File: src/rtl/vedio_frame_sched.sv
// Capture sequencer: walks the sources selected in src_mask in ascending order
// and stores num frames from each, using vsync rising-to-active edges as frame boundaries.
module vedio_frame_sched #(
    parameter int FRM_W  = 8,
    parameter int TMO    = 3_000_000,
    parameter bit VS_POL = 1'b1
) (
    input  logic             clk,
    input  logic             rst,
    input  logic             start,
    input  logic             abort,
    input  logic [3:0]       src_mask,
    input  logic [FRM_W-1:0] frm_num,
    input  logic             vsync,
    output logic [1:0]       src_sel,
    output logic             src_en,
    output logic             store_en,
    output logic             busy,
    output logic             done,
    output logic             err,
    output logic [FRM_W-1:0] frm_cnt
);
    localparam int TW = (TMO > 1) ? $clog2(TMO) : 1;

    typedef enum logic [2:0] {
        S_IDLE,
        S_ARM,
        S_RUN,
        S_NEXT,
        S_DONE
    } state_t;

    state_t           state_q, state_d;
    logic             vs_d_q, vs_d_d;
    logic [3:0]       mask_q, mask_d;
    logic [FRM_W-1:0] num_q, num_d;
    logic [TW-1:0]    tmo_q, tmo_d;
    logic [1:0]       src_sel_q, src_sel_d;
    logic             src_en_q, src_en_d;
    logic             store_en_q, store_en_d;
    logic             busy_q, busy_d;
    logic             done_q, done_d;
    logic             err_q, err_d;
    logic [FRM_W-1:0] frm_cnt_q, frm_cnt_d;

    logic             fb;
    logic [3:0]       above;

    function automatic logic [1:0] low_bit(input logic [3:0] m);
        logic [1:0] r;
        r = 2'd0;
        for (int i = 3; i >= 0; i--) begin
            if (m[i]) r = 2'(i);
        end
        return r;
    endfunction

    assign fb    = (vsync == VS_POL) && (vs_d_q != VS_POL);
    // Sources strictly above the current one; the walk never wraps downward.
    assign above = mask_q & (4'b1110 << src_sel_q);

    always_comb begin
        state_d    = state_q;
        vs_d_d     = vsync;
        mask_d     = mask_q;
        num_d      = num_q;
        tmo_d      = tmo_q;
        src_sel_d  = src_sel_q;
        src_en_d   = src_en_q;
        store_en_d = store_en_q;
        busy_d     = busy_q;
        done_d     = 1'b0;
        err_d      = 1'b0;
        frm_cnt_d  = frm_cnt_q;

        if (state_q != S_IDLE && abort) begin
            state_d    = S_IDLE;
            src_en_d   = 1'b0;
            store_en_d = 1'b0;
            busy_d     = 1'b0;
            frm_cnt_d  = '0;
        end else begin
            case (state_q)
                S_IDLE: begin
                    if (start) begin
                        if (src_mask == 4'd0) begin
                            err_d = 1'b1;
                        end else begin
                            mask_d    = src_mask;
                            num_d     = (frm_num == '0) ? FRM_W'(1) : frm_num;
                            src_sel_d = low_bit(src_mask);
                            src_en_d  = 1'b1;
                            busy_d    = 1'b1;
                            tmo_d     = '0;
                            state_d   = S_ARM;
                        end
                    end
                end
                S_ARM: begin
                    // Timeout outranks a boundary arriving in the same cycle.
                    if (tmo_q == TW'(TMO - 1)) begin
                        err_d      = 1'b1;
                        src_sel_d  = 2'd0;
                        src_en_d   = 1'b0;
                        store_en_d = 1'b0;
                        busy_d     = 1'b0;
                        frm_cnt_d  = '0;
                        state_d    = S_IDLE;
                    end else begin
                        tmo_d = tmo_q + 1'b1;
                        if (fb) begin
                            store_en_d = 1'b1;
                            frm_cnt_d  = '0;
                            state_d    = S_RUN;
                        end
                    end
                end
                S_RUN: begin
                    if (fb) begin
                        if (frm_cnt_q == num_q - FRM_W'(1)) begin
                            store_en_d = 1'b0;
                            state_d    = S_NEXT;
                        end else begin
                            frm_cnt_d = frm_cnt_q + FRM_W'(1);
                        end
                    end
                end
                S_NEXT: begin
                    if (above != 4'd0) begin
                        src_sel_d = low_bit(above);
                        frm_cnt_d = '0;
                        tmo_d     = '0;
                        state_d   = S_ARM;
                    end else begin
                        done_d     = 1'b1;
                        src_en_d   = 1'b0;
                        store_en_d = 1'b0;
                        busy_d     = 1'b0;
                        state_d    = S_DONE;
                    end
                end
                S_DONE: begin
                    state_d = S_IDLE;
                end
                default: begin
                    state_d = S_IDLE;
                end
            endcase
        end
    end

    always_ff @(posedge clk) begin
        if (rst) begin
            state_q    <= S_IDLE;
            vs_d_q     <= ~VS_POL;
            mask_q     <= 4'd0;
            num_q      <= FRM_W'(1);
            tmo_q      <= '0;
            src_sel_q  <= 2'd0;
            src_en_q   <= 1'b0;
            store_en_q <= 1'b0;
            busy_q     <= 1'b0;
            done_q     <= 1'b0;
            err_q      <= 1'b0;
            frm_cnt_q  <= '0;
        end else begin
            state_q    <= state_d;
            vs_d_q     <= vs_d_d;
            mask_q     <= mask_d;
            num_q      <= num_d;
            tmo_q      <= tmo_d;
            src_sel_q  <= src_sel_d;
            src_en_q   <= src_en_d;
            store_en_q <= store_en_d;
            busy_q     <= busy_d;
            done_q     <= done_d;
            err_q      <= err_d;
            frm_cnt_q  <= frm_cnt_d;
        end
    end

    assign src_sel  = src_sel_q;
    assign src_en   = src_en_q;
    assign store_en = store_en_q;
    assign busy     = busy_q;
    assign done     = done_q;
    assign err      = err_q;
    assign frm_cnt  = frm_cnt_q;

endmodule

File: config.mk
export PLATFORM = sky130hd
export DESIGN_NAME = vedio_frame_sched
export DESIGN_NICKNAME = d
export VERILOG_FILES = /design/src/rtl/vedio_frame_sched.sv
export SDC_FILE = /design/constraint.sdc
export NUM_CORES = 1
export LEC_CHECK = 0
export ABC_AREA = 0
export BUFFER_PORTS_ARGS = -buffer_cell sky130_fd_sc_hd__clkbuf_2
export CORE_AREA = 2 2 71 73
export DETAILED_ROUTE_END_ITERATION = 8
export DIE_AREA = 0 0 73 75
export PLACE_DENSITY = 0.86
export SLEW_MARGIN = 15
export SYNTH_ARGS = -nofsm -noshare
export SYNTH_HDL_FRONTEND = slang
export SYNTH_SLANG_ARGS = --single-unit
File: constraint.sdc
create_clock -name clk -period 6.3 [get_ports clk]
set_clock_uncertainty 0.2 [all_clocks]
set_input_delay 0.945 -clock clk [delete_from_list [all_inputs] [get_ports clk]]
set_output_delay 0.945 -clock clk [all_outputs]
set_load 0.01 [all_outputs]
==> results of run 1 <==
final cells by class:
type / count / area [sq um]
sequential: 51 / 1020
multi-input combinational: 262 / 1750
fill: 371 / 1490
clock buffer: 6 / 82.6
timing repair buffer: 32 / 163
inverter: 14 / 52.6
tap: 54 / 67.6
clock inverter: 2 / 35.0
metal layers:
metal  part of all wire (%)  GRT usage [%]  wire length [um]  vias up
met1                     46           33.4              2960     1289
met4                    1.5           7.20                95        0
met5                      0              0                 0        -
li1                       -              -                 -     1319
met3                    5.4           4.15               347        9
met2                     47           39.4              3070       75
worst min-delay path: stages (launching register included):
cell and delay [ps]:
sky130_fd_sc_hd__dfxtp_1 340, sky130_fd_sc_hd__nand2_1 60, sky130_fd_sc_hd__a21oi_1 50
how the worst max path moves through the flow:
stage / start / to / slack, ps / depth (start not counted)
6_report: state_q[0] / tmo_q[20] / 3220 / 6
5_1_grt: state_q[0] / tmo_q[20] / 2930 / 6
3_5_place_dp: src_mask[1] / tmo_q[16] / 3050 / 7
4_1_cts: state_q[0] / tmo_q[20] / 3250 / 6
2_1_floorplan: src_mask[1] / tmo_q[2] / 3570 / 6
3_3_place_gp: src_mask[1] / tmo_q[3] / 3130 / 6
power groups by stage:
| stage | logic [mW] | clock network [mW] | registers [mW] |
|---|---|---|---|
| finish | 0.189 | 0.235 | 0.365 |
| global route | 0.209 | 0.252 | 0.368 |
| CTS | 0.188 | 0.239 | 0.364 |
| detailed placement | 0.186 | 0 | 0.371 |
| global placement | 0.182 | 0 | 0.371 |
| floorplan | 0.155 | 0 | 0.363 |
layout by cell type, fill, tap and decap left out, types with 8 or more instances in the layout:
master                     synthesis  layout
sky130_fd_sc_hd__or3_1            10      10
sky130_fd_sc_hd__nor2_1           30      30
sky130_fd_sc_hd__nand4_1           8       8
sky130_fd_sc_hd__clkbuf_2          0      31
sky130_fd_sc_hd__nor3_1            9       9
sky130_fd_sc_hd__nand2_1          29      29
sky130_fd_sc_hd__mux2i_1          17      17
sky130_fd_sc_hd__nand2b_1          8       8
sky130_fd_sc_hd__inv_1            13      13
sky130_fd_sc_hd__or4_1             9       9
sky130_fd_sc_hd__o21ai_0          11      11
sky130_fd_sc_hd__xor2_1            9       9
sky130_fd_sc_hd__nor2b_1           8       8
sky130_fd_sc_hd__nand3_1          12      12
sky130_fd_sc_hd__dfxtp_1          51      51
sky130_fd_sc_hd__a21oi_1          21      21
registers in the layout, summed over array words and instances, names as in the netlist:
register and flops:
vs_d_q 1, store_en 1, err 1, mask_q 3, num_q 8, busy 1, src_sel 2, state_q 3
frm_cnt 8, tmo_q 22, done 1
logic make-up (layout without fill, tap and decap cells):
family	count (synthesis)	count (layout)	synth area share, %
buffers and inverters	30	54	4.50
multiplexers	17	17	5.88
AO/OA/AOI/OAI	84	84	22.0
flip-flops	51	51	35.3
adder cells (fa/ha/maj)	3	3	1.30
AND/OR/NAND/NOR	145	145	27.2
XOR/XNOR	13	13	3.93
==> results, run 1 <==
- The run finished with clean final reports.
- The repair_antennas step left the layout with diodes totalling 0.
- The endpoint with the worst hold slack is tmo_q[1].
- The first-pass GRT wire length is 10600 um.
- The clock sink count is 51.
- The slowest stage of the critical path belongs to the cell sky130_fd_sc_hd__dfxtp_1.
- The worst path uses 48.9% of the clock period.
- With fillers left out, the area of the finished cells amounts to 3170 sq um.
- Setup repair after global routing left no endpoint under its margin.
- Of the post-synthesis cell area, the dominant cell type holds 35.3%.
- After clock tree synthesis, the clock-pin slew on the worst setup and hold paths is 100 ps.
- The start-to-end type of the worst setup path is flip-flop to flip-flop.
- The analysis attributes to cell leakage a power of 1.19 nW.
- Of the total power, the clock network draws 29.8%.
- Setup slack closes at 3220 ps.
- The upper clock frequency limit is 325 MHz.
- After the flow finishes, the layout carries non-filler instances totaling 421.
- The maximum net fanout on the critical path is 14.
- The half-perimeter wire length of the detailed placement result is 4670 um.
- Sequential cells were found to cover 35.3% of the synthesized design area.
- Yosys instantiated no cell more often than sky130_fd_sc_hd__dfxtp_1.
- In the final routed layout, each cell accounts on average for 15.4 um.
- The startpoint of the lowest-slack register-to-register path is state_q[0].
- The fraction of power spent switching nets is 32.1%.
- After synthesis, the most frequently instantiated cells are sky130_fd_sc_hd__dfxtp_1, sky130_fd_sc_hd__nor2_1, sky130_fd_sc_hd__nand2_1, sky130_fd_sc_hd__a21oi_1, sky130_fd_sc_hd__mux2i_1.
- The cell internal power dissipation is 0.536 mW.
- Wires add up to 6470 um.
- The number of nets with antenna violations after detailed routing is 0.
- Measured in cells, the most critical reg-to-reg path has a length of 6.
- Global routing consumed, over all layers together, 24.3% of the routing resources.
- Timing analysis after detailed placement gives a worst setup slack of 3050 ps.
- Sequential cells burn 46.2% of the power.
- The number of top-level design ports is 32.
- The largest delay contributor family on the critical path is simple AND/OR/NAND/NOR gates.
- The number of buffers added to fix hold violations after cts is 0.
- The worst hold path passes through 2 cells.
- The synthesized design contains 0 enable-type register cells.
- The number of rows in the core area is 25.
- The clock latency on the worst-skew pair is 300 ps.
- The post-CTS setup repair buffer count is 0.
- For this run, the leading register cell type out of synthesis is sky130_fd_sc_hd__dfxtp_1.
- The average cell area after synthesis is 8.44 sq um.
- The number of warnings reported in the yosys synthesis log is 0.
- The number of max-slew violations in the final report came to 0.
- The net count after synthesis is 363.
- The number of buffers added by the clock tree synthesis step is 5.
- The TritonCTS clock tree is done.
- Port buffering added 31 buffers.
- Once the floorplan was initialized, standard cells occupied 62.1% of the core.
- In this run, synthesis produced a sequential element count of 51.
- The worst setup path is captured at a flip-flop.
- The design draws 0.789 mW.
- The delay of the slowest cell on the worst path is 590 ps.
- The clock root buffer master is sky130_fd_sc_hd__clkbuf_8.
- The count of placed standard cells including taps is 413.
- The worst min-delay path class is flip-flop to flip-flop.
- The congestion estimate from routability-driven global placement came to 0.890.
- Data on the critical path is required at its endpoint by 6330 ps.
- The instance count of the mapped netlist is 343.
- The via count of the first global-routing pass is 2253.
- Traced cell by cell, the critical path runs through nor2b_1 -> nand2b_1 -> a31oi_4 -> o2111ai_1 -> or4_1 -> a21oi_1.
- The minimum clock period is 3080 ps.
- Cells with a size suffix above 1 make up 14.2% of the layout.
- For the final routed database, the setup TNS stands at 0 ps.
- The number of buffers and inverters on the critical path is 0.
- The number of setup violations in the final report is 0.
- The reg-to-reg critical path endpoint is tmo_q[20].
- The floorplan step defined a die boundary enclosing 5480 sq um.
- The vertical extent of the die is 75 um.
- The vias after detailed routing is 2692.
- The library cell with the largest summed area after synthesis is sky130_fd_sc_hd__dfxtp_1.
- The worst hold path begins at tmo_q[1].
- The number of different library cells used by synthesis comes to 61.
- The total area inside the core boundary comes to 4660 sq um.
- The worst register-to-register path has a setup slack of 3220 ps.
- The tightest slew margin relative to the limit is 42.2%.
- The instance area at placement is 3060 sq um.
- The chip width is 73 um.
- The category of the worst setup path launch point is a flip-flop.
- At the end of the flow the core is filled with cells to 68.1%.
- By area the synthesized netlist is led by sky130_fd_sc_hd__dfxtp_1, sky130_fd_sc_hd__mux2i_1, sky130_fd_sc_hd__nor2_1.
- The iteration count of the initial detailed-routing pass is 4.
- The net switching component of the power is 0.253 mW.
- The number of buffers between clock root and the deepest sink is 2.
- The combinational cell fraction of total power is 23.9%.
- The count of max-cap constraint violations is 0.
- The initial antenna violation count is 0.
- The peak supply drop is 150 uV.
- The number of violations reported at the end of detailed-routing iteration 0 is 211.
- The cell area that synthesis handed to floorplanning was 2890 sq um.
- The total grt overflow is 0.
- Gates resized during post-CTS repair numbered 0.
- The slew of the pin with the lowest slew margin is 866 ps.
- In this run the power density over the cells is 249 nW/um^2.
- The number of hold violations in the final report came to 0.
- After synthesis, the share of flip-flops with an asynchronous set or reset is 0%.
- The final worst hold slack is 299 ps.
- After detailed routing, the number of remaining DRC violations is 0.
- The count of nets after finishing is 386.
- The level count of the clock H-tree is 2.
- Compared with the post-synthesis result, the final layout area differs by 9.64%.
- The data arrival time of the worst path is 3110 ps.
- Entering global routing, the biggest net connects 25 pins.
- Dividing the detail-routed via count by the number of cells gives 6.39.
No activity file was read; power rests on OpenSTA's default activity.
==> inputs of run 2 (changes only) <==
- CORE_AREA: 2 2 71 73 -> 2 2 77 79
- DIE_AREA: 0 0 73 75 -> 0 0 79 81
- PLACE_DENSITY: 0.86 -> 0.78
- clock period: 6.3 -> 2.8 ns (I/O delays scaled with it)
==> run 2 against run 1 <==
  * Die area rose by 17%
  * Setup slack worse by 2900 ps
  * Power is 130% higher
  * Via count shrank 0.48%
  * Clock power rose by 130%
  * Sequential power rose by 120%
  * Flip-flop and latch count unchanged
  * Largest power group unchanged
  * Highest routed layer unchanged
==> results, run 2 (synthesis results as in run 1) <==
- Run status: finished clean (unchanged).
- The top register by number of flip-flops is tmo_q (unchanged).
- The area of the placeable core is 5680 sq um (was 4660 sq um).
- RSZ-0062 raised after global routing: no (unchanged).
- The number of flip-flops under the largest register name is 22 (unchanged).
- The number of buffers added by the clock tree synthesis step is 5 (unchanged).
- The maximum number of pins on one net before global-route repair was 21 (was 25).
- The wire length per cell came to 14.8 um (was 15.4 um).
- The clock-pin slew on the worst setup and hold paths was 90 ps (was 100 ps).
- The combinational cell fraction of total power is 26.0% (was 23.9%).
- The vertical extent of the die is 81 um (was 75 um).
- The cell internal power dissipation is 1.24 mW (was 0.536 mW).
- The count of max-cap constraint violations was 0 (unchanged).
- The via count normalized by instance count came to 5.93 (was 6.39).
- The post-cts resize count came to 0 (unchanged).
- The number of violations reported at the end of detailed-routing iteration 0 is 265 (was 211).
- The weighted congestion at the end of routability-driven global placement came to 0.870 (was 0.890).
- The number of rows in the core area came to 28 (was 25).
- The leakage component of the power is 1.23 nW (was 1.19 nW).
- The placement-stage worst setup slack was 329 ps (was 3050 ps).
- The starting density of the core is 51.0% (was 62.1%).
- The number of top-level design ports is 32 (unchanged).
- The via count of the first global-routing pass was 2320 (was 2253).
- The post-CTS setup repair buffer count was 0 (unchanged).
- The fraction of power spent switching nets is 32.2% (was 32.1%).
- The worst endpoint required time came to 2840 ps (was 6330 ps).
- The net switching component of the power is 0.588 mW (was 0.253 mW).
- The slew of the pin with the lowest slew margin is 562 ps (was 866 ps).
- The number of setup violations in the final report is 0 (unchanged).
- The worst min-delay path class is primary input to flip-flop (was flip-flop to flip-flop).
- The TritonCTS clock tree is done (unchanged).
- The level count of the clock H-tree is 2 (unchanged).
- The power density over cell area is 558 nW/um^2 (was 249 nW/um^2).
- The category of the worst setup path launch point is a flip-flop (unchanged).
- The tightest slew margin relative to the limit is 62.5% (was 42.2%).
- The startpoint of the lowest-slack register-to-register path is num_q[0] (was state_q[0]).
- The post-route setup TNS is 0 ps (unchanged).
- The peak supply drop is 314 uV (was 150 uV).
- The most common cell after layout, fill and taps aside is sky130_fd_sc_hd__dfxtp_1 (unchanged).
- The count of placed standard cells including taps came to 444 (was 413).
- The maximum net fanout on the critical path is 11 (was 14).
- The number of hold violations in the final report is 0 (unchanged).
- The number of inserted diodes is 0 (unchanged).
- The clock power share is 29.4% (was 29.8%).
- The upper clock frequency limit is 403 MHz (was 325 MHz).
- The clock latency on the worst-skew pair was 320 ps (was 300 ps).
- The iteration count of the initial detailed-routing pass came to 4 (unchanged).
- Most frequent cells in the layout: sky130_fd_sc_hd__dfxtp_1, sky130_fd_sc_hd__clkbuf_2, sky130_fd_sc_hd__nor2_1 (unchanged).
- The initial antenna violation count is 0 (unchanged).
- The origin of the worst setup path is num_q[0] (was state_q[0]).
- The count of nets after finishing is 396 (was 386).
- The vias after detailed routing came to 2679 (was 2692).
- The first-pass GRT wire length is 11100 um (was 10600 um).
- The total grt overflow is 0 (unchanged).
- The number of nets with antenna violations after detailed routing is 0 (unchanged).
- The critical path capture point type is a flip-flop (unchanged).
- The clock root buffer master is sky130_fd_sc_hd__clkbuf_8 (unchanged).
- The half-perimeter wire length of the detailed placement result is 4950 um (was 4670 um).
- The sequential share of power was 44.6% (was 46.2%).
- The final clock period utilization by the worst path is 88.5% (was 48.9%).
- The number of standard cells in the final layout excluding fillers was 452 (was 421).
- The post-detailed-route DRC marker count was 0 (unchanged).
- The routed wire length is 6700 um (was 6470 um).
- The overall global routing resource usage was 21.7% (was 24.3%).
- The data arrival time of the worst path is 2520 ps (was 3110 ps).
- The number of buffers between clock root and the deepest sink is 2 (unchanged).
- The number of max-slew violations in the final report is 0 (unchanged).
- The least setup slack across all paths after layout was 321 ps (was 3220 ps).
- The start-to-end type of the worst setup path is flip-flop to flip-flop (unchanged).
- The minimum clock period is 2480 ps (was 3080 ps).
- The floorplan die area came to 6400 sq um (was 5480 sq um).
- The ratio of cells with drive above 1 in the final layout is 16.4% (was 14.2%).
- The number of buffer cells added on primary ports is 31 (unchanged).
- The chip width is 79 um (was 73 um).
- The launch point of the worst hold path is vsync (was tmo_q[1]).
- The number of buffers added to fix hold violations after cts is 0 (unchanged).
- The clock sink count was 51 (unchanged).
- The area growth from synthesis to layout is 13.1% (was 9.64%).
## run 2: path summary, 6_finish.rpt
kind,cells after the start,to,slack [ps]
max reg2reg,9,frm_cnt[6],320
min reg2reg,2,tmo_q[4],300
max,9,frm_cnt[6],320
min,2,vs_d_q,150
## run 2: area by class of cell
class	instances	area [sq um]
clock inverter	2	35.0
multi-input combinational	262	1750
timing repair buffer	42	238
fill	538	2400
inverter	14	52.6
sequential	51	1020
clock buffer	6	82.6
tap	75	93.8
## run 2: critical path: stages, from the launching register on
cell and delay (ps):
sky130_fd_sc_hd__dfxtp_1 420, sky130_fd_sc_hd__inv_1 80, sky130_fd_sc_hd__ha_1 220, sky130_fd_sc_hd__nor2b_1 160
sky130_fd_sc_hd__o211a_1 140, sky130_fd_sc_hd__a211oi_1 290, sky130_fd_sc_hd__a211oi_2 60, sky130_fd_sc_hd__buf_4 190
sky130_fd_sc_hd__a2111oi_2 440, sky130_fd_sc_hd__mux2i_1 230
## run 2: through the flow
stage / total power, mW / instance area (sq um) / util [%] / hold slack [ps]
final: 1.83 / 3270 / 57.7 / 147
after CTS: 1.83 / 3270 / 57.7 / 141
after detailed placement: 1.30 / 3160 / 55.6 / 282
after global routing: 1.91 / 3270 / 57.7 / 167
after floorplan: 1.17 / 2890 / - / 248
after global placement: 1.29 / 3160 / 55.6 / 270
## run 2: layer usage
metal / track usage [%] / vias up / part of all wire (%)
li1: - / 1339 / -
met1: 32.4 / 1267 / 49
met2: 31.6 / 67 / 45
met3: 3.67 / 6 / 4.7
met4: 7.07 / 0 / 0.82
met5: 0 / - / 0
## run 2: power groups by stage
| stage | clock, mW | combinational, mW | sequential (mW) |
|---|---|---|---|
| global placement | 0 | 0.459 | 0.829 |
| CTS | 0.549 | 0.472 | 0.814 |
| floorplan | 0 | 0.349 | 0.816 |
| detailed placement | 0 | 0.470 | 0.830 |
| global route | 0.565 | 0.526 | 0.823 |
| finish | 0.538 | 0.476 | 0.815 |
==> inputs of run 3 (changes only) <==
- CELL_PAD_IN_SITES_DETAIL_PLACEMENT: not set -> 1
- CELL_PAD_IN_SITES_GLOBAL_PLACEMENT: not set -> 2
- CORE_AREA: 2 2 77 79 -> 2 2 99 101
- DIE_AREA: 0 0 79 81 -> 0 0 101 103
- PLACE_DENSITY: 0.78 -> 0.77
==> run 3 against run 2 <==
  * Core utilization shrank 23 points
  * Critical path depth shrank 3
  * Largest power group unchanged
  * Power shrank 5.9%
  * Non-clock buffer count grew 1
  * Setup slack lost 2.6 ps
  * Clock power shrank 21%
  * Wire length grew 18%
  * Hold slack lost 2.2 ps
==> results, run 3 (synthesis results as in run 1) <==
- The clock-pin slew on the worst setup and hold paths came to 90 ps (about the same).
- The maximum number of pins on one net before global-route repair is 21 (unchanged).
- The number of violations reported at the end of detailed-routing iteration 0 is 125 (was 265).
- The power density over cell area is 522 nW/um^2 (was 558 nW/um^2).
- RSZ-0062 raised after global routing: no (unchanged).
- The iteration count of the initial detailed-routing pass is 4 (unchanged).
- The starting density of the core is 30.6% (was 51.0%).
- The final clock period utilization by the worst path is 88.6% (was 88.5%).
- The number of standard cells in the final layout excluding fillers was 492 (was 452).
- The most common cell after layout, fill and taps aside is sky130_fd_sc_hd__dfxtp_1 (unchanged).
- The post-route setup TNS is 0 ps (unchanged).
- The number of hold violations in the final report was 0 (unchanged).
- The number of max-slew violations in the final report is 0 (unchanged).
- The number of nets with antenna violations after detailed routing is 0 (unchanged).
- The count of placed standard cells including taps is 484 (was 444).
- Most frequent cells in the layout: sky130_fd_sc_hd__dfxtp_1, sky130_fd_sc_hd__clkbuf_2, sky130_fd_sc_hd__nor2_1 (unchanged).
- The fraction of power spent switching nets came to 34.8% (was 32.2%).
- The half-perimeter wire length of the detailed placement result is 5970 um (was 4950 um).
- The data arrival time of the worst path is 2520 ps (about the same).
- The upper clock frequency limit is 403 MHz (about the same).
- Run status: finished clean (unchanged).
- The wire length per cell is 16.0 um (was 14.8 um).
- The chip width came to 101 um (was 79 um).
- The worst endpoint required time is 2840 ps (about the same).
- The vias after detailed routing was 2692 (was 2679).
- The area growth from synthesis to layout came to 13.8% (was 13.1%).
- The number of buffers between clock root and the deepest sink is 2 (unchanged).
- The category of the worst setup path launch point is a flip-flop (unchanged).
- The combinational cell fraction of total power came to 28.0% (was 26.0%).
- The via count normalized by instance count is 5.47 (was 5.93).
- The clock sink count is 51 (unchanged).
- The ratio of cells with drive above 1 in the final layout is 16.1% (was 16.4%).
- The tightest slew margin relative to the limit is 50.9% (was 62.5%).
- The first-pass GRT wire length was 13000 um (was 11100 um).
- The number of rows in the core area is 36 (was 28).
- The area of the placeable core is 9460 sq um (was 5680 sq um).
- The number of buffers added by the clock tree synthesis step was 5 (unchanged).
- The count of max-cap constraint violations is 0 (unchanged).
- The via count of the first global-routing pass is 2601 (was 2320).
- The number of buffers added to fix hold violations after cts was 0 (unchanged).
- The number of setup violations in the final report was 0 (unchanged).
- The clock root buffer master is sky130_fd_sc_hd__clkbuf_8 (unchanged).
- The routed wire length is 7870 um (was 6700 um).
- The top register by number of flip-flops is tmo_q (unchanged).
- The clock latency on the worst-skew pair is 310 ps (was 320 ps).
- The post-CTS setup repair buffer count is 0 (unchanged).
- The overall global routing resource usage is 15.7% (was 21.7%).
- The clock power share is 24.7% (was 29.4%).
- The peak supply drop is 228 uV (was 314 uV).
- The sequential share of power is 47.3% (was 44.6%).
- The net switching component of the power is 0.599 mW (was 0.588 mW).
- The critical path capture point type is a flip-flop (unchanged).
- The weighted congestion at the end of routability-driven global placement is 0.800 (was 0.870).
- The initial antenna violation count is 0 (unchanged).
- The total grt overflow is 0 (unchanged).
- The vertical extent of the die was 103 um (was 81 um).
- The cell internal power dissipation was 1.12 mW (was 1.24 mW).
- The maximum net fanout on the critical path came to 7 (was 11).
- The post-layout utilization of the core is 34.8% (was 57.7%).
- The number of inserted diodes is 0 (unchanged).
- The start-to-end type of the worst setup path was flip-flop to flip-flop (unchanged).
- The number of buffer cells added on primary ports is 31 (unchanged).
- The number of top-level design ports is 32 (unchanged).
- The slew of the pin with the lowest slew margin was 718 ps (was 562 ps).
- The count of nets after finishing is 397 (was 396).
- The floorplan die area is 10400 sq um (was 6400 sq um).
- The post-detailed-route DRC marker count came to 0 (unchanged).
- The number of flip-flops under the largest register name was 22 (unchanged).
- The level count of the clock H-tree is 2 (unchanged).
- The minimum clock period is 2480 ps (about the same).
- The leakage component of the power was 1.22 nW (was 1.23 nW).
- The post-cts resize count is 0 (unchanged).
- The TritonCTS clock tree is done (unchanged).
- The worst min-delay path class is primary input to flip-flop (unchanged).
==> run 3: final cells by class <==
cell class              instances  area, sq um
fillers                      1159         6160
multi-input cells             262         1750
flip-flops and latches         51         1020
repair buffers                 43          245
well taps                     114          143
clock buffers                   7         76.3
inverters                      14         52.6
clock inverters                 1         5.00
==> run 3: worst max-delay path, cell delays in order, from the launching register on <==
cell and delay [ps]:
sky130_fd_sc_hd__dfxtp_1 350, sky130_fd_sc_hd__nor4b_1 430, sky130_fd_sc_hd__nand4_1 220, sky130_fd_sc_hd__o211ai_2 360, sky130_fd_sc_hd__o21ai_2 190, sky130_fd_sc_hd__a2111oi_2 410, sky130_fd_sc_hd__mux2i_1 250
==> run 3: metal layers <==
layer	wire length, um	share of wire [%]	global-route usage [%]
met5	0	0	0
met4	89	1.1	4.05
met3	251	3.2	2.98
met2	3370	43	24.7
met1	4160	53	22.1
==> run 3: power groups by stage <==
stage / sequential, mW / combinational (mW) / clock (mW)
after detailed placement: 0.830 / 0.482 / 0
after global routing: 0.821 / 0.538 / 0.482
after global placement: 0.829 / 0.479 / 0
after floorplan: 0.816 / 0.349 / 0
after CTS: 0.814 / 0.484 / 0.448
final: 0.814 / 0.481 / 0.425
==> run 3: final timing paths <==
kind                                start         end  slack (ps)  cells past startpoint
worst max-delay path            tmo_q[11]  frm_cnt[7]         320                      6
worst min-delay path                vsync      vs_d_q         140                      2
worst max register to register  tmo_q[11]  frm_cnt[7]         320                      6
worst min register to register  tmo_q[21]   tmo_q[21]         300                      2
==> run 3: per-stage QoR <==
stage | hold WS, ps | area, sq um | setup slack (ps) | power, mW
6_report | 144 | 3290 | 319 | 1.72
2_1_floorplan | 248 | 2890 | 533 | 1.17
3_5_place_dp | 277 | 3210 | 209 | 1.31
4_1_cts | 132 | 3290 | 290 | 1.75
5_1_grt | 139 | 3290 | 55.9 | 1.84
3_3_place_gp | 272 | 3210 | 245 | 1.31
